`config.mk`:
```
export PLATFORM = sky130hd
export DESIGN_NAME = pwm_duty_ramp_ctrl_flat
export DESIGN_NICKNAME = d
export VERILOG_FILES = /design/src/rtl/pwm_duty_ramp_ctrl_if.sv /design/src/rtl/pwm_duty_ramp_ctrl.sv /design/src/flat_wrapper.sv
export SDC_FILE = /design/constraint.sdc
export NUM_CORES = 1
export LEC_CHECK = 0
export CORE_MARGIN = 2
export CORE_UTILIZATION = 62
export CTS_CLUSTER_SIZE = 28
export DETAILED_ROUTE_END_ITERATION = 7
export DONT_BUFFER_PORTS = 1
export PLACE_DENSITY_LB_ADDON = 0.15
export SYNTH_ARGS = -nofsm -noshare
export SYNTH_HDL_FRONTEND = slang
export SYNTH_SLANG_ARGS = --single-unit
```
`constraint.sdc`:
```
create_clock -name clk -period 4.5 [get_ports clk]
set_input_delay 0.9 -clock clk [delete_from_list [all_inputs] [get_ports clk]]
set_output_delay 0.9 -clock clk [all_outputs]
set_load 0.05 [all_outputs]
```
`src/rtl/pwm_duty_ramp_ctrl_if.sv`:
```
// Host-side target-duty handshake bundle for pwm_duty_ramp_ctrl.
interface pwm_duty_ramp_ctrl_if #(
  parameter int W = 4
);
  logic         set_req;
  logic [W-1:0] set_duty;
  logic         set_ack;

  modport master (output set_req, output set_duty, input  set_ack);
  modport slave  (input  set_req, input  set_duty, output set_ack);
endinterface

```
`src/rtl/pwm_duty_ramp_ctrl.sv`:
```
// Soft-start duty ramp in front of the PWM generator; steps dpwm toward a host target on
// period boundaries. Optional clamp of the target to DUTY_MAX when PWM_DUTY_LIMIT_EN is defined.
module pwm_duty_ramp_ctrl #(
  parameter int W        = 4,
  parameter int PERIOD   = 15,
  parameter int STEP     = 1,
  parameter int RAMP_DIV = 4,
  parameter int DUTY_MAX = 12
) (
  input  logic                 clk,
  input  logic                 reset,
  input  logic                 en,
  pwm_duty_ramp_ctrl_if.slave  host,
  output logic [W-1:0]         dpwm,
  output logic                 period_tk,
  output logic                 busy,
  output logic                 done
);

  localparam int PW = (PERIOD > 1) ? $clog2(PERIOD) : 1;
  localparam int RW = (RAMP_DIV > 1) ? $clog2(RAMP_DIV) : 1;
  localparam logic [PW-1:0] PCNT_LAST = PW'(PERIOD - 1);
  localparam logic [RW-1:0] RCNT_LAST = RW'(RAMP_DIV - 1);
  localparam logic [W:0]    STEP_X    = (W + 1)'(STEP);

  typedef enum logic [1:0] {IDLE, UP, DOWN} state_t;

  state_t        state_q, state_d;
  logic [PW-1:0] pcnt_q, pcnt_d;
  logic [RW-1:0] rcnt_q, rcnt_d;
  logic [W-1:0]  dpwm_q, dpwm_d;
  logic [W-1:0]  target_q, target_d;
  logic          period_tk_q, period_tk_d;
  logic          req_seen_q, req_seen_d;
  logic          ack_q, ack_d;
  logic          done_q, done_d;

  logic          accept;
  logic          stepped;
  logic [W-1:0]  duty_in;
  logic [W:0]    dp_x, tg_x;
  logic [W:0]    up_sum, dn_dif;
  logic [W-1:0]  up_val, dn_val;

`ifdef PWM_DUTY_LIMIT_EN
  localparam logic [W-1:0] DMAX = W'(DUTY_MAX);
  assign duty_in = (host.set_duty > DMAX) ? DMAX : host.set_duty;
`else
  assign duty_in = host.set_duty;
`endif

  // Step arithmetic in W+1 bits so it saturates at the target instead of wrapping.
  assign dp_x   = {1'b0, dpwm_q};
  assign tg_x   = {1'b0, target_q};
  assign up_sum = dp_x + STEP_X;
  assign dn_dif = dp_x - STEP_X;
  assign up_val = ((tg_x - dp_x) < STEP_X) ? target_q : up_sum[W-1:0];
  assign dn_val = ((dp_x - tg_x) < STEP_X) ? target_q : dn_dif[W-1:0];

  always_comb begin
    pcnt_d      = (pcnt_q == PCNT_LAST) ? '0 : pcnt_q + 1'b1;
    period_tk_d = (pcnt_d == PCNT_LAST);
    accept      = host.set_req & ~req_seen_q;
    req_seen_d  = host.set_req;
    ack_d       = accept;
    target_d    = accept ? duty_in : target_q;
    dpwm_d      = dpwm_q;
    rcnt_d      = rcnt_q;
    stepped     = 1'b0;

    // Step decisions use the registered target, so a same-cycle accept applies next clock.
    if (!en) begin
      dpwm_d = '0;
      rcnt_d = '0;
    end else if (state_q != IDLE) begin
      if (period_tk_q) begin
        if (rcnt_q == RCNT_LAST) begin
          rcnt_d  = '0;
          stepped = 1'b1;
          dpwm_d  = (state_q == UP) ? up_val : dn_val;
        end else begin
          rcnt_d = rcnt_q + 1'b1;
        end
      end
    end else begin
      rcnt_d = '0;
    end

    if (!en || (dpwm_d == target_d)) state_d = IDLE;
    else if (dpwm_d < target_d)      state_d = UP;
    else                             state_d = DOWN;

    done_d = stepped && (dpwm_d == target_d);
  end

  always_ff @(posedge clk or posedge reset) begin
    if (reset) begin
      state_q     <= IDLE;
      pcnt_q      <= '0;
      rcnt_q      <= '0;
      dpwm_q      <= '0;
      target_q    <= '0;
      period_tk_q <= 1'b0;
      req_seen_q  <= 1'b0;
      ack_q       <= 1'b0;
      done_q      <= 1'b0;
    end else begin
      state_q     <= state_d;
      pcnt_q      <= pcnt_d;
      rcnt_q      <= rcnt_d;
      dpwm_q      <= dpwm_d;
      target_q    <= target_d;
      period_tk_q <= period_tk_d;
      req_seen_q  <= req_seen_d;
      ack_q       <= ack_d;
      done_q      <= done_d;
    end
  end

  assign dpwm         = dpwm_q;
  assign period_tk    = period_tk_q;
  assign busy         = (state_q != IDLE);
  assign done         = done_q;
  assign host.set_ack = ack_q;

endmodule

```
`src/flat_wrapper.sv`:
```
// flat-port wrapper written by rule: the top's interface ports become plain ports
module pwm_duty_ramp_ctrl_flat 
#(
  parameter int W        = 4,
  parameter int PERIOD   = 15,
  parameter int STEP     = 1,
  parameter int RAMP_DIV = 4,
  parameter int DUTY_MAX = 12
)
  (clk, reset, en, dpwm, period_tk, busy, done, host_set_req, host_set_duty, host_set_ack);
  pwm_duty_ramp_ctrl_if #(.W(W)) host_i ();
  input  logic clk;
  input  logic reset;
  input  logic en;
  output logic [W-1:0] dpwm;
  output logic period_tk;
  output logic busy;
  output logic done;
  input wire logic [$bits(host_i.set_req)-1:0] host_set_req;
  input wire logic [$bits(host_i.set_duty)-1:0] host_set_duty;
  output wire logic [$bits(host_i.set_ack)-1:0] host_set_ack;
  assign host_i.set_req = host_set_req;
  assign host_i.set_duty = host_set_duty;
  assign host_set_ack = host_i.set_ack;
  pwm_duty_ramp_ctrl #(.W(W), .PERIOD(PERIOD), .STEP(STEP), .RAMP_DIV(RAMP_DIV), .DUTY_MAX(DUTY_MAX)) u_core (.clk(clk), .reset(reset), .en(en), .host(host_i), .dpwm(dpwm), .period_tk(period_tk), .busy(busy), .done(done));
endmodule
```
==> results.txt <==
DR pass1 iterations: 4
CTS Hold Bufs: 0
WP data arrival: 4160 ps
Reg power frac: 50.8%
Worst slew pin tran: 726 ps
Slowest-stage cell, CP: dfrtp_1
WL/cell: 14.9 microns
CTS buffer count: 3
Status: complete, no violations
P_sw: 0.000116 W
Number of port buffers: 0
Postcts setup bufs: 0
Setup ws final: 590 ps
Crit path time final: 3910 ps
Critical Path RT: 4750 ps
Reg clk slew, reported paths: 110 ps
Mapped Nets: 173
Nets: 178
Post-CTS resize count: 0
Crit-path max cell delay: 730 ps
Synth cell types: 34
Htree depth: 1
DIE AREA: 0.00254 sq mm
DRT Wirelength: 2670 microns
Slew Viols, Final: 0
First-pass GRT wire length: 4660 microns
Clock share of power: 26.5%
Synth Instances: 148
DRT iter0 DRCs: 36
Int Pwr: 0.000267 W
Clock buffer depth: 2
CTS Sinks: 20
Hold crit path type: reg -> reg
Worst skew pair latency: 300 ps
Largest net degree at the start of global routing: 21
Filler cell count: 167
Worst setup path class: reg -> reg
Die X: 50.4 microns
Max_cap viols: 0
Post-route ant nets: 0
DP HPWL: 2120 microns
Flops & latches, synth: 20
Synthesized area per cell: 9.02 sq um
Area Overhead vs Synth: 5.81%
Layout cells sized above 1: 7.24%
Period Utilization, post-route: 86.9%
Gate power share: 22.7%
Congestion Overflow GR: 0
# DRC: 0
Sw Share: 30.3%
Sequential area share after synthesis: 37.5%
Synth warnings: 0
GRT Util Overall: 24.2%
Hold Fails Final Rpt: 0
DR vias: 1,053
Peak VDD IR: 0.189 mV
Floorplan row count: 16
Unrepaired setup endpoints after global routing: no
Core area: 0.00200 sq mm
Pwr dens: 272 mW/mm^2
Type of origin of the critical path: flip-flop
CP Capture Type: flip-flop
Die H: 50.4 microns
IO Pins: 16
Starting Density: 66.7%
Initial antenna violation count: 0
N_diodes: 0
Clk root buf: clkbuf_4
Vias per cell: 5.88
Fmax: 256 MHz
Final setup fails: 0
Leak: 0.650 nW
Post-Synthesis Cell Area: 0.00134 sq mm
Routability cong.: 0.904
Slew HR: 51.5%
Clock Skews: 6.62 ps
Vias in the first global route: 1,037
Crit-path cells: inv_1, ha_1, fa_1, nand2b_1, a221o_1, a21oi_1, nor2_1, a211o_1, a31oi_1, ha_1, nor2b_1, o21ai_1, nand2b_1, a21oi_1, and3_1
Pre-CTS WS: 627 ps
Max Fanout on Critical Path: 6
CTS tree: done
TNS Setup: 0 ps
==> final timing paths <==
kind	startpoint	end	slack (ps)	cells after the start
setup / recovery	u_core.dpwm[0]$_DFF_PP0_	u_core.state_q[0]$_DFF_PP0_	590	15
max in group asynchronous	reset	u_core.dpwm[0]$_DFF_PP0_	3440	1
setup reg to reg	u_core.dpwm[0]$_DFF_PP0_	u_core.state_q[0]$_DFF_PP0_	590	15
min in group asynchronous	reset	u_core.pcnt_q[1]$_DFF_PP0_	590	1
hold reg to reg	u_core.pcnt_q[0]$_DFF_PP0_	u_core.pcnt_q[0]$_DFF_PP0_	510	1
hold / removal	u_core.pcnt_q[0]$_DFF_PP0_	u_core.pcnt_q[0]$_DFF_PP0_	510	1
==> Yosys cell counts <==
| cell type | number | area, sq um |
|---|---|---|
| inv_2 | 3 | 11.3 |
| dfrtp_1 | 20 | 500 |
| nand2_1 | 13 | 48.8 |
| nor3_1 | 3 | 15.0 |
| mux2i_1 | 3 | 30.0 |
| nor2_1 | 13 | 48.8 |
| or2_1 | 1 | 6.26 |
| fa_1 | 2 | 40.0 |
| or3_1 | 1 | 6.26 |
| o211ai_1 | 3 | 22.5 |
| o31ai_2 | 1 | 12.5 |
| and2b_1 | 1 | 7.51 |
| nand3b_1 | 2 | 15.0 |
| nand4_1 | 2 | 12.5 |
| a31oi_1 | 4 | 25.0 |
| a211o_1 | 2 | 17.5 |
| ha_1 | 15 | 188 |
| nand3_1 | 4 | 20.0 |
| a21oi_1 | 7 | 35.0 |
| o21a_1 | 1 | 7.51 |
| a221o_1 | 1 | 10.0 |
| a21oi_2 | 1 | 8.76 |
| xor2_1 | 2 | 17.5 |
| nor2b_1 | 4 | 25.0 |
| o21ai_0 | 8 | 40.0 |
| buf_1 | 1 | 3.75 |
| nand2b_1 | 6 | 37.5 |
| o21ai_1 | 3 | 15.0 |
| inv_1 | 13 | 48.8 |
| clkbuf_1 | 1 | 3.75 |
| xnor2_1 | 3 | 26.3 |
| nor3b_1 | 1 | 7.51 |
| and3_1 | 2 | 12.5 |
| a2bb2oi_1 | 1 | 8.76 |
==> state kept, by name, summed over array words and instances, names as in the netlist <==
signal,cells
u_core.dpwm,4
u_core.host.set_ack,1
u_core.period_tk,1
u_core.pcnt_q,4
u_core.rcnt_q,2
u_core.target_q,4
u_core.req_seen_q,1
u_core.state_q,2
u_core.done,1
==> layout by cell type (no fill, tap or decap), types with 4 or more instances in the layout <==
cell,count
o21ai_0,8
nor2_1,13
inv_1,13
a21oi_1,7
nand3_1,4
dfrtp_1,20
ha_1,15
a31oi_1,4
nand2_1,13
nand2b_1,6
nor2b_1,4
==> stage by stage <==
step	hold WS, ps	instances	total power (W)	util, %	area (sq um)
after detailed placement	484	175	0.000285	68.8	1380
after floorplan	450	148	0.000267	-	1340
after global routing	551	179	0.000406	70.6	1410
final	508	179	0.000384	70.6	1410
after global placement	472	175	0.000282	68.8	1380
after CTS	504	179	0.000387	70.6	1410
==> power groups by stage <==
| stage | combinational, W | clock, W | sequential, W |
|---|---|---|---|
| CTS | 0.0000870 | 0.000105 | 0.000195 |
| finish | 0.0000873 | 0.000102 | 0.000195 |
| floorplan | 0.0000702 | 0 | 0.000196 |
| global route | 0.0000978 | 0.000112 | 0.000196 |
| detailed placement | 0.0000863 | 0 | 0.000198 |
| global placement | 0.0000842 | 0 | 0.000198 |
==> critical path: cells and delay by family (launching register included) <==
kind	cells	cell delay [ps]
flip-flops	1	730
AND/OR/NAND/NOR	5	640
adder cells (fa/ha/maj)	3	930
buffers and inverters	1	190
AO/OA/AOI/OAI	6	1370
==> final cells by class <==
cell class / instances / area [sq um] / share of cell area, %
clock buffer: 4 / 36.3 / 2.57
inverter: 16 / 60.1 / 4.25
multi-input combinational: 110 / 767 / 54.3
sequential: 20 / 500 / 35.4
timing repair buffer: 2 / 15.0 / 1.06
tap: 27 / 33.8 / 2.39
==> metal layers <==
metal | share of wire (%) | track usage (%) | wire length [microns] | up-vias
met4 | 1.3 | 7.66 | 35 | 0
met2 | 46 | 35.7 | 1220 | 32
met5 | 0 | 0 | 0 | -
li1 | - | - | - | 512
met1 | 46 | 35.2 | 1240 | 505
met3 | 6.7 | 5.95 | 180 | 4
==> cell families (layout without fill, tap and decap cells) <==
logic type / count (synthesis) / after routing / synth area share, %
AND/OR/NAND/NOR: 53 / 53 / 19.7
AO/OA/AOI/OAI: 32 / 32 / 15.2
flip-flops: 20 / 20 / 37.5
buffers and inverters: 18 / 22 / 5.06
adder cells (fa/ha/maj): 17 / 17 / 17.1
XOR/XNOR: 5 / 5 / 3.28
multiplexers: 3 / 3 / 2.25
No activity file was read; power rests on OpenSTA's default activity.
